**src/rtl/ahb_mtx_cmd_master.sv**
```systemverilog
// AHB initiator for a bus-matrix slave port: turns a valid/ready command stream into
// single NONSEQ transfers with pipelined address/data phases, two-cycle responses and replay.
module ahb_mtx_cmd_master #(
    parameter int AW        = 32,
    parameter int DW        = 32,
    parameter int MAX_RETRY = 15
) (
    input  logic          HCLK,
    input  logic          HRESETn,
    input  logic          cmd_valid,
    output logic          cmd_ready,
    input  logic [AW-1:0] cmd_addr,
    input  logic          cmd_write,
    input  logic [2:0]    cmd_size,
    input  logic [DW-1:0] cmd_wdata,
    output logic          rsp_valid,
    output logic [DW-1:0] rsp_rdata,
    output logic          rsp_err,
    output logic          busy,
    output logic [AW-1:0] HADDR,
    output logic [1:0]    HTRANS,
    output logic          HWRITE,
    output logic [2:0]    HSIZE,
    output logic [2:0]    HBURST,
    output logic [3:0]    HPROT,
    output logic [DW-1:0] HWDATA,
    input  logic          HREADY,
    input  logic [1:0]    HRESP,
    input  logic [DW-1:0] HRDATA
);
    localparam int CW = $clog2(MAX_RETRY + 1);

    typedef struct packed {
        logic [AW-1:0] addr;
        logic          write;
        logic [2:0]    size;
        logic [DW-1:0] wdata;
        logic [CW-1:0] cnt;
    } xfer_t;

    xfer_t a_q, d_q, r_q, new_x, d_rty;
    logic  a_vld, d_vld, r_vld, cancel, rdy_en;
    logic  accept, resp_ok, resp_error, done_ok, second, first, retry_ok;

    always_comb begin
        new_x       = '0;
        new_x.addr  = cmd_addr;
        new_x.write = cmd_write;
        new_x.size  = cmd_size;
        new_x.wdata = cmd_wdata;
        d_rty       = d_q;
        d_rty.cnt   = d_q.cnt + CW'(1);
    end

    assign resp_ok    = (HRESP == 2'b00);
    assign resp_error = (HRESP == 2'b01);
    assign done_ok    = HREADY & resp_ok;
    assign second     = HREADY & ~resp_ok;
    assign first      = ~HREADY & ~resp_ok & d_vld;
    assign retry_ok   = second & d_vld & ~resp_error & (d_q.cnt < CW'(MAX_RETRY));

    // rdy_en keeps the port closed while reset is held and for the release edge
    assign cmd_ready = rdy_en & ~r_vld & ~cancel & (~a_vld | HREADY);
    assign accept    = cmd_valid & cmd_ready;

    assign HADDR  = a_q.addr;
    assign HWRITE = a_q.write;
    assign HSIZE  = a_q.size;
    assign HTRANS = (a_vld & ~cancel) ? 2'b10 : 2'b00;
    assign HBURST = 3'b000;
    assign HPROT  = 4'b0011;
    assign HWDATA = d_q.wdata;
    assign busy   = a_vld | d_vld | r_vld;

    always_ff @(posedge HCLK or negedge HRESETn) begin
        if (!HRESETn) begin
            a_q       <= '0;
            d_q       <= '0;
            r_q       <= '0;
            a_vld     <= 1'b0;
            d_vld     <= 1'b0;
            r_vld     <= 1'b0;
            cancel    <= 1'b0;
            rdy_en    <= 1'b0;
            rsp_valid <= 1'b0;
            rsp_err   <= 1'b0;
            rsp_rdata <= '0;
        end else begin
            rdy_en    <= 1'b1;
            rsp_valid <= 1'b0;
            rsp_err   <= 1'b0;
            rsp_rdata <= '0;
            if (first)
                cancel <= 1'b1;
            else if (HREADY)
                cancel <= 1'b0;

            if (done_ok) begin
                if (d_vld) begin
                    rsp_valid <= 1'b1;
                    rsp_rdata <= d_q.write ? '0 : HRDATA;
                end
                // a cancelled A never reached the bus, so it cannot advance
                d_vld <= a_vld & ~cancel;
                if (a_vld & ~cancel)
                    d_q <= a_q;
                if (~cancel | ~a_vld) begin
                    if (r_vld) begin
                        a_q   <= r_q;
                        a_vld <= 1'b1;
                        r_vld <= 1'b0;
                    end else if (accept) begin
                        a_q   <= new_x;
                        a_vld <= 1'b1;
                    end else begin
                        a_vld <= 1'b0;
                    end
                end
            end else if (second) begin
                d_vld <= 1'b0;
                if (retry_ok) begin
                    // replay D ahead of whatever was waiting in A
                    a_q   <= d_rty;
                    a_vld <= 1'b1;
                    if (a_vld) begin
                        r_q   <= a_q;
                        r_vld <= 1'b1;
                    end else if (accept) begin
                        r_q   <= new_x;
                        r_vld <= 1'b1;
                    end
                end else begin
                    if (d_vld) begin
                        rsp_valid <= 1'b1;
                        rsp_err   <= 1'b1;
                    end
                    if (accept && !a_vld) begin
                        a_q   <= new_x;
                        a_vld <= 1'b1;
                    end else if (accept) begin
                        r_q   <= new_x;
                        r_vld <= 1'b1;
                    end
                end
            end else if (accept && !a_vld) begin
                a_q   <= new_x;
                a_vld <= 1'b1;
            end
        end
    end
endmodule

```
**config.mk**
```make
export PLATFORM = sky130hd
export DESIGN_NAME = ahb_mtx_cmd_master
export DESIGN_NICKNAME = d
export VERILOG_FILES = /design/src/rtl/ahb_mtx_cmd_master.sv
export SDC_FILE = /design/constraint.sdc
export NUM_CORES = 1
export LEC_CHECK = 0
export BUFFER_PORTS_ARGS = -buffer_cell sky130_fd_sc_hd__buf_2
export CAP_MARGIN = 20
export CORE_MARGIN = 2
export CORE_UTILIZATION = 58
export DETAILED_ROUTE_END_ITERATION = 16
export MAX_ROUTING_LAYER = met4
export PLACE_DENSITY = 0.9
export RECOVER_POWER = 25
export SETUP_SLACK_MARGIN = 0.1
export SKIP_CTS_REPAIR_TIMING = 1
export SLEW_MARGIN = 40
export SYNTH_ARGS = -nofsm -noshare
export SYNTH_HDL_FRONTEND = slang
export SYNTH_SLANG_ARGS = --single-unit
export TNS_END_PERCENT = 100
```
**constraint.sdc**
```tcl
create_clock -name HCLK -period 2.8 [get_ports HCLK]
set_input_delay 0.28 -clock HCLK [delete_from_list [all_inputs] [get_ports HCLK]]
set_output_delay 0.28 -clock HCLK [all_outputs]
set_load 0.05 [all_outputs]
```
Word level (Yosys, flattened, before mapping) --
Index checks and enable logic that the tools add are counted.
Storage, ports and cells: bits in registers 255, bits in latches 0, memory bits (writable) 0, bits in read-only memories 0, input bits 106, output and inout port bits 113, word-level logic and storage cells 100, memories kept 0
Operators by class: add/subtract/negate cells 1, multiply operators 0, div/mod/pow operators 0, $lt $le $gt $ge 1, equality and inequality tests 5, shift operators 0, mux-type cells 38, bitwise gates (word level) 23, reductions and logical operators 9
Operators by type and width (number):
- 2-to-1 mux 72 bit | 11
- 2-to-1 mux 32 bit | 3
- 2-to-1 mux 1 bit | 23
- AND 1 bit | 12
- NOT 1 bit | 7
- inequality test 3 bit (second input constant) | 2
- AND reduction 3 bit | 2
- adder 4 x 1 -> 4 bit (second input constant) | 1
- < comparator 4 bit (second input constant) | 1
- bitwise OR 1 bit | 4
- AND reduction 2 bit | 2
- nonzero test 2 bit | 2
- == test 2 x 1 -> 1 bit (second input constant) | 1
- zero test 2 bit | 1
- 2-to-1 mux 2 bit | 1
- inequality test 2 x 1 -> 1 bit (second input constant) | 1
- inequality test 2 bit (second input constant) | 1
- logical AND 1 bit | 1
- zero test 1 bit | 1

Depth between registers and ports, before layout --
Gate-level depths: netlist of the first run.
word-level depth 10, depth in mapped cells 8, gate-level depth less buffers 5

Least setup slack after synthesis of the first run --
OpenSTA, ideal clock, no wires.
path kind register to register, from register a_vld, to register d_q (netlist bit HWDATA[0]), setup time 0.125 ns, arrival 2.304 ns, required time 2.675 ns, slack 0.371 ns, cell stages (with the launch flop) 7, buffers on the path 2, period minus slack after synthesis 2.429 ns, cell sequence dfrtp_1 clkbuf_1 inv_1 nor2_1 nand2_1 clkbuf_1 mux2_2
On the way: word-level cells in the longest chain between the ends 2
RTL lines:
- from (decl) | line 42 | logic a_vld, d_vld, r_vld, cancel, rdy_en;
- from (signal assigned) | line 80 | a_vld <= 1'b0;
- from (signal assigned) | line 110 | a_vld <= 1'b1;
- from (signal assigned) | line 114 | a_vld <= 1'b1;
- AND 1 bit | line 105 | if (a_vld & ~cancel)
- AND reduction 2 bit (no line)
- to (signal assigned) | line 106 | d_q <= a_q;
- to (decl) | line 41 | xfer_t a_q, d_q, r_q, new_x, d_rty;
No other way between the ends. A chain may end at the register's enable or synchronous reset.

Worst setup path in the final report of the first run --
from register cancel, to output port cmd_ready
On the way: word-level cells in the longest chain between the ends 3
RTL lines:
- from (decl) | line 42
- from (signal assigned) | line 83 | cancel <= 1'b0;
- from (signal assigned) | line 94 | cancel <= 1'b1;
- from (signal assigned) | line 96 | cancel <= 1'b0;
- NOT 1 bit | line 63 | assign cmd_ready = rdy_en & ~r_vld & ~cancel & (~a_vld | HREADY);
- AND 1 bit (2 in series) | line 63
- to (decl) | line 11 | output logic cmd_ready,
No other way between the ends.

==> results of run 1 <==
## kinds of logic (layout without fill, tap and decap cells)
| kind of cell | after synthesis | count (layout) | share of synthesized area, % |
|---|---|---|---|
| AO/OA/AOI/OAI | 454 | 454 | 22.2 |
| buffers and inverters | 296 | 405 | 9.87 |
| flip-flops | 255 | 255 | 43.8 |
| AND/OR/NAND/NOR | 204 | 204 | 8.78 |
| multiplexers | 190 | 190 | 14.9 |
| adder cells (fa/ha/maj) | 3 | 3 | 0.232 |
| other | 2 | 14 | 0.0515 |
| XOR/XNOR | 2 | 2 | 0.120 |
## worst max path at each step
| stage | startpoint | endpoint | slack (ns) | cells after the start |
|---|---|---|---|---|
| 3_5_place_dp | r_vld | a_q[19] | 0.30 | 5 |
| 6_report | cancel | cmd_ready | 0.20 | 4 |
| 2_1_floorplan | a_vld | HWDATA[0] | 0.37 | 6 |
| 4_1_cts | r_vld | cmd_ready | 0.11 | 4 |
| 5_1_grt | HRESETn | rsp_rdata[13] | 0.09 | 3 |
| 3_3_place_gp | r_vld | r_q[43] | 0.35 | 4 |
## metal layers
| layer | part of all wire [%] | vias to the layer above | GRT usage [%] | routed length [µm] |
|---|---|---|---|---|
| met1 | 38 | 6068 | 38.0 | 15800 |
| met3 | 9.6 | 148 | 4.69 | 4010 |
| met2 | 49 | 799 | 48.3 | 20400 |
| met4 | 3.9 | 0 | 15.0 | 1650 |
| li1 | - | 5324 | - | - |
| met5 | 0 | - | - | 0 |
## per-stage QoR
stage	utilization (%)	setup slack, ns	std cells	hold slack (ns)
detailed placement	61.8	0.300	1765	0.300
floorplan	-	0.371	1413	-0.0156
CTS	66.0	0.111	1816	-0.260
finish	67.5	0.201	1857	0.0799
global route	67.5	0.0914	1857	0.100
global placement	61.6	0.349	1763	0.298
## area by class of cell
cell class              count  area (µm²)  area share, %
inverters                  77         289           1.72
diodes                      5        12.5         0.0745
clock inverters            15         231           1.38
flip-flops and latches    255        6380           38.0
multi-input cells         862        6900           41.1
repair buffers            277        1750           10.4
clock buffers              36         812           4.84
well taps                 330         413           2.46
## cells in the mapped netlist, drive strengths merged
| library cell | instances | area [µm²] |
|---|---|---|
| a31oi | 69 | 432 |
| a21boi | 69 | 518 |
| and2 | 35 | 219 |
| and3 | 72 | 450 |
| a21oi | 71 | 355 |
| clkbuf | 128 | 480 |
| ha | 1 | 12.5 |
| inv | 77 | 289 |
| conb | 2 | 7.51 |
| dfrtp | 255 | 6380 |
| o31ai | 145 | 1090 |
| a31o | 1 | 8.76 |
| nor3b | 2 | 15.0 |
| o2111ai | 2 | 17.5 |
| nand3 | 5 | 25.0 |
| o21ai | 5 | 25.0 |
| buf | 91 | 668 |
| or3b | 1 | 8.76 |
| nor3 | 1 | 5.00 |
| nor2b | 70 | 438 |
| mux2 | 189 | 2170 |
| o22ai | 3 | 18.8 |
| xor2 | 2 | 17.5 |
| nand2b | 1 | 6.26 |
| nor2 | 3 | 11.3 |
| o221ai | 1 | 8.76 |
| mux2i | 1 | 10.0 |
| nand2 | 4 | 15.0 |
| a2bb2oi | 9 | 78.8 |
| nand4 | 1 | 6.26 |
| a32oi | 4 | 35.0 |
| maj3 | 2 | 21.3 |
| a2111oi | 68 | 596 |
| a21o | 1 | 7.51 |
| nand4b | 9 | 78.8 |
| o21a | 2 | 15.0 |
| a22o | 4 | 35.0 |
## power by group
group	internal (µW)	switching, µW
logic	2680	4910
registers	5230	1230
clock network	2590	1580
## registers in the layout, indices dropped and copies added (netlist names)
name and cells:
HSIZE 3, rsp_rdata 32, HWDATA 32, rsp_valid 1
rsp_err 1, a_q 36, rdy_en 1, d_vld 1
r_q 72, d_q 40, HADDR 32, r_vld 1
cancel 1, a_vld 1, HWRITE 1
## critical path, stage by stage (launching register included)
cell	delay, ns
dfrtp_1	0.50
nor3b_4	0.40
clkbuf_16	0.33
and2_1	0.23
buf_2	0.29
==> impl_metrics.toml, run 1 <==
[run_status]
run_status = "finished with violations"
violated_checks = "capacitance limit, slew limit"

[setup_path]
worst-endpoint-arrival_ns = 2.32
startpoint_type = "register"
worstPathMaxFanout = 35
r2r-start = "r_vld"
crit-reg2reg-capture = "a_q[33]"
timing.reg2reg.worst_path_depth = 5
timing.critical_path.to_type = "output port"
r2r_setup_slack_ns = 0.21
cp.required_ns = 2.52
path_class = "reg -> out"

[floorplan]
fp.dieArea_mm2 = 0.0264
floorplan.die.width_um = 163
fp.dieH_um = 163
placementRows = 58
initial_utilization_pct = 58.5
fp.coreArea_mm2 = 0.0249
io_pins = 219

[timing]
finalHoldViolations = 0
min_period_ns = 2.60
timing.final.crit_share_pct = 92.8
final-max-slew-violation-count = 74
clock_skew_ns = 0.0213
grt_setup_unrepaired = "no"
tns_ns = 0
max_clock_freq_ghz = 0.385
worst_slew_margin_rel_pct = -25.5
worst-slew-pin-transition_ns = 1.88
final-setup-viol-count = 0

[cells_and_area]
num-nets-final = 1608
n_fill_cell = 1808
layout-drive-gt1-share_pct = 32.7
area_delta_synth_final_pct = 15.2
post-route-cell-area_mm2 = 0.0168
final_cell_mix = "254 x dfrtp_1, 209 x buf_2, 179 x mux2_2, 145 x o31ai_1, 77 x inv_1"
most_common_library_cell_in_the_layout_ignoring_fill_and_taps = "dfrtp_1"

[global_routing]
grt_pass1_wl_um = 63400
overflow = 0
grt_antenna_before_repair = 5
grt_pass1_vias = 12200
grt_max_degree = 140
grtUsageTotal_pct = 30.3

[routing]
wirelength_um = 41800
avgViaCountPerCell = 6.64
wl_per_cell_um = 22.5
dr_total_vias = 12300
detail_route.iter0.violations = 1331
antenna_left = 0
detailedRoute.firstPassIterationCount = 6
remaining_drc_errors = 0

[min_path]
hold_path_startpoint = "cmd_wdata[4]"
hold-path-endpoint = "r_q[8]"
hold_class = "in -> reg"
whs_path_depth = 3

[synth]
syn_inst = 1406
mappedNetlistArea_mm2 = 0.0146
ys.warnings.count = 0
flip_flop_and_latch_count_after_synthesis = 255
syn_avg_cell_area_um2 = 10.4
synth_seq_area_share_pct = 43.8
ys_types = 44

[pwr]
totalPowerFinal_uw = 18200
leakagePower_uw = 0.00769
pwr_density_cell_mw_per_mm2 = 1090
worst_ir_drop_vdd_v = 0.000732

[clocking]
cts_buffers = 28
cts_tree = "built"
root_buffer = "clkbuf_16"
cts_num_sinks = 255
cts-htree-levels = 1
clkSlewWorstSetupHoldPaths_ns = 0.07
cts_buffer_depth = 3
clock_latency_at_the_later_pin_of_the_worst_skew_pair_ns = 0.55

[placed_design]
io_buffers = 210
placed_cell_areas_mm2 = 0.0154
weighted_congestion_at_the_end_of_routability_driven_global_placement = 0.853
dp.final_hpwl_um = 22900

[job]
cap_viol_max_count = 1
Power figures use the tool's default switching activity.
==> run 2: changes to the inputs <==
CORE_UTILIZATION = 35   (was 58)
PLACE_DENSITY = 0.62   (was 0.9)
==> impl_metrics.toml, run 2 (synthesis gave the netlist of run 1 again) <==
[global_routing]
global_route.usage.met1_pct = 27.6
gr_busiest_metal = "met2"
grt_max_degree = 140
grt_pass1_vias = 11700
grt_pass1_wl_um = 70000
groute.layer.met3.usage_pct = 2.91
grtUsageTotal_pct = 20.6
grt_antenna_before_repair = 3
globalRouteMet2Util_pct = 32.6
overflow = 0

[routing]
avgViaCountPerCell = 5.76
dr_total_vias = 11900
antenna_left = 0
wl_per_cell_um = 22.4
wirelength_um = 46300
detailedRoute.firstPassIterationCount = 7
remaining_drc_errors = 0
detail_route.iter0.violations = 794

[setup_path]
worst_path_max_delay_cell = "buf_6"
worstPathMaxFanout = 89
cpPeakStageDelay_ns = 0.55
cp.required_ns = 2.52
critical_path.top_delay_family = "buffers and inverters"
path_class = "reg -> out"
timing.critical_path.to_type = "output port"
timing.critical_path.buf_inv = 3
crit_chain = "buf_6, inv_1, nand3_1, buf_2"
startpoint_type = "register"
worst-endpoint-arrival_ns = 2.31

[timing]
final-max-slew-violation-count = 0
finalHoldViolations = 0
timing.final.crit_share_pct = 92.4
max_clock_freq_ghz = 0.387
worst-slew-pin-transition_ns = 1.32
fin_worst_hold_slack_ns = 0.0720
tns_ns = 0
min_period_ns = 2.59
final-setup-viol-count = 0
grt_setup_unrepaired = "no"
worst_slew_margin_rel_pct = 12.0
clock_skew_ns = 0.0116

[cells_and_area]
area.sequential_mm2 = 0.00638
largest_reg_flops = 72
n_fill_cell = 3930
biggestRegsByFlops = "r_q (72), d_q (40), a_q (36)"
area_delta_synth_final_pct = 16.9
most_common_library_cell_in_the_layout_ignoring_fill_and_taps = "dfrtp_1"
layout-drive-gt1-share_pct = 32.3
num-nets-final = 1617
final_cell_mix = "254 x dfrtp_1, 209 x buf_2, 179 x mux2_2, 145 x o31ai_1, 77 x inv_1"
multi_input_gate_area_in_the_final_layout_mm2 = 0.00690
registers.top_by_ff_count = "r_q"

[min_path]
hold_class = "in -> reg"

[placed_design]
io_buffers = 210
dp.final_hpwl_um = 25800
weighted_congestion_at_the_end_of_routability_driven_global_placement = 0.767

[floorplan]
placementRows = 74
fp.dieArea_mm2 = 0.0433
io_pins = 219
fp.coreArea_mm2 = 0.0409
floorplan.die.width_um = 208
fp.dieH_um = 208
initial_utilization_pct = 35.6

[clocking]
root_buffer = "clkbuf_16"
clkSlewWorstSetupHoldPaths_ns = 0.06
cts-htree-levels = 1
cts_buffers = 31
cts_buffer_depth = 3
clock_latency_at_the_later_pin_of_the_worst_skew_pair_ns = 0.56
cts_tree = "built"
cts_num_sinks = 255

[job]
cap_viol_max_count = 0

[run_status]
run_status = "complete, no violations"

[pwr]
worst_ir_drop_vdd_v = 0.000496
pwr_density_cell_mw_per_mm2 = 1050
leakagePower_uw = 0.00768
-- run 2: cell count changes in the layout (fill, tap and decap cells not counted), sizes merged --
cell      previous run  this run
bufinv               6         1
clkinvlp             1         0
clkbuf              38        51
diode                5         4
buf                241       245
clkinv               7         2
-- run 2: power by group --
| group | internal (µW) | leakage [µW] | switching, µW | total, µW |
|---|---|---|---|---|
| Sequential | 5230 | 0.00320 | 1210 | 6440 |
| Combinational | 2720 | 0.00401 | 4970 | 7690 |
| Clock | 2260 | 0.000463 | 1570 | 3830 |
| Total | 10200 | 0.00768 | 7750 | 18000 |
-- run 2: worst reg2reg max path, stage by stage, from the launching register on --
cell and delay [ns]:
dfrtp_1 0.37, buf_4 0.23, nand2b_1 0.31, and3_1 0.27
maj3_4 0.44, buf_4 0.38, mux2_2 0.38
-- run 2: layout make-up --
cell class | count | area share, %
inverters | 77 | 1.70
clock inverters | 4 | 0.287
repair buffers | 283 | 10.8
flip-flops and latches | 255 | 37.5
diodes | 4 | 0.0588
clock buffers | 47 | 5.26
well taps | 532 | 3.91
multi-input cells | 862 | 40.5
-- run 2: through the flow --
stage               utilization (%)  cells  setup slack, ns  power (µW)  instance area (µm²)
floorplan                         -   1413            0.371       12500                14600
global placement               38.3   1971            0.317       13700                15700
detailed placement             38.4   1973            0.328       14000                15700
CTS                            40.7   2024           0.0890       17900                16700
global route                   41.6   2063            0.109       19000                17000
finish                         41.6   2064            0.213       18000                17000
-- run 2: path summary, 6_finish.rpt --
check                                  start            end  slack [ns]  cells past startpoint
min in group asynchronous            HRESETn  rsp_rdata[27]        0.24                      2
worst min register to register       r_q[55]        r_q[55]        0.50                      1
worst max-delay path                   r_vld           busy        0.21                      4
worst max register to register         a_vld        r_q[40]        0.30                      6
worst min-delay path            cmd_wdata[2]         r_q[6]        0.07                      3
max in group asynchronous            HRESETn          r_vld        0.68                      3
-- run 2: routing by layer --
| metal | vias up | wire (µm) |
|---|---|---|
| met5 | - | 0 |
| met4 | 0 | 1020 |
| met3 | 77 | 2500 |
| met2 | 393 | 22000 |
| met1 | 6075 | 20800 |
| li1 | 5342 | - |
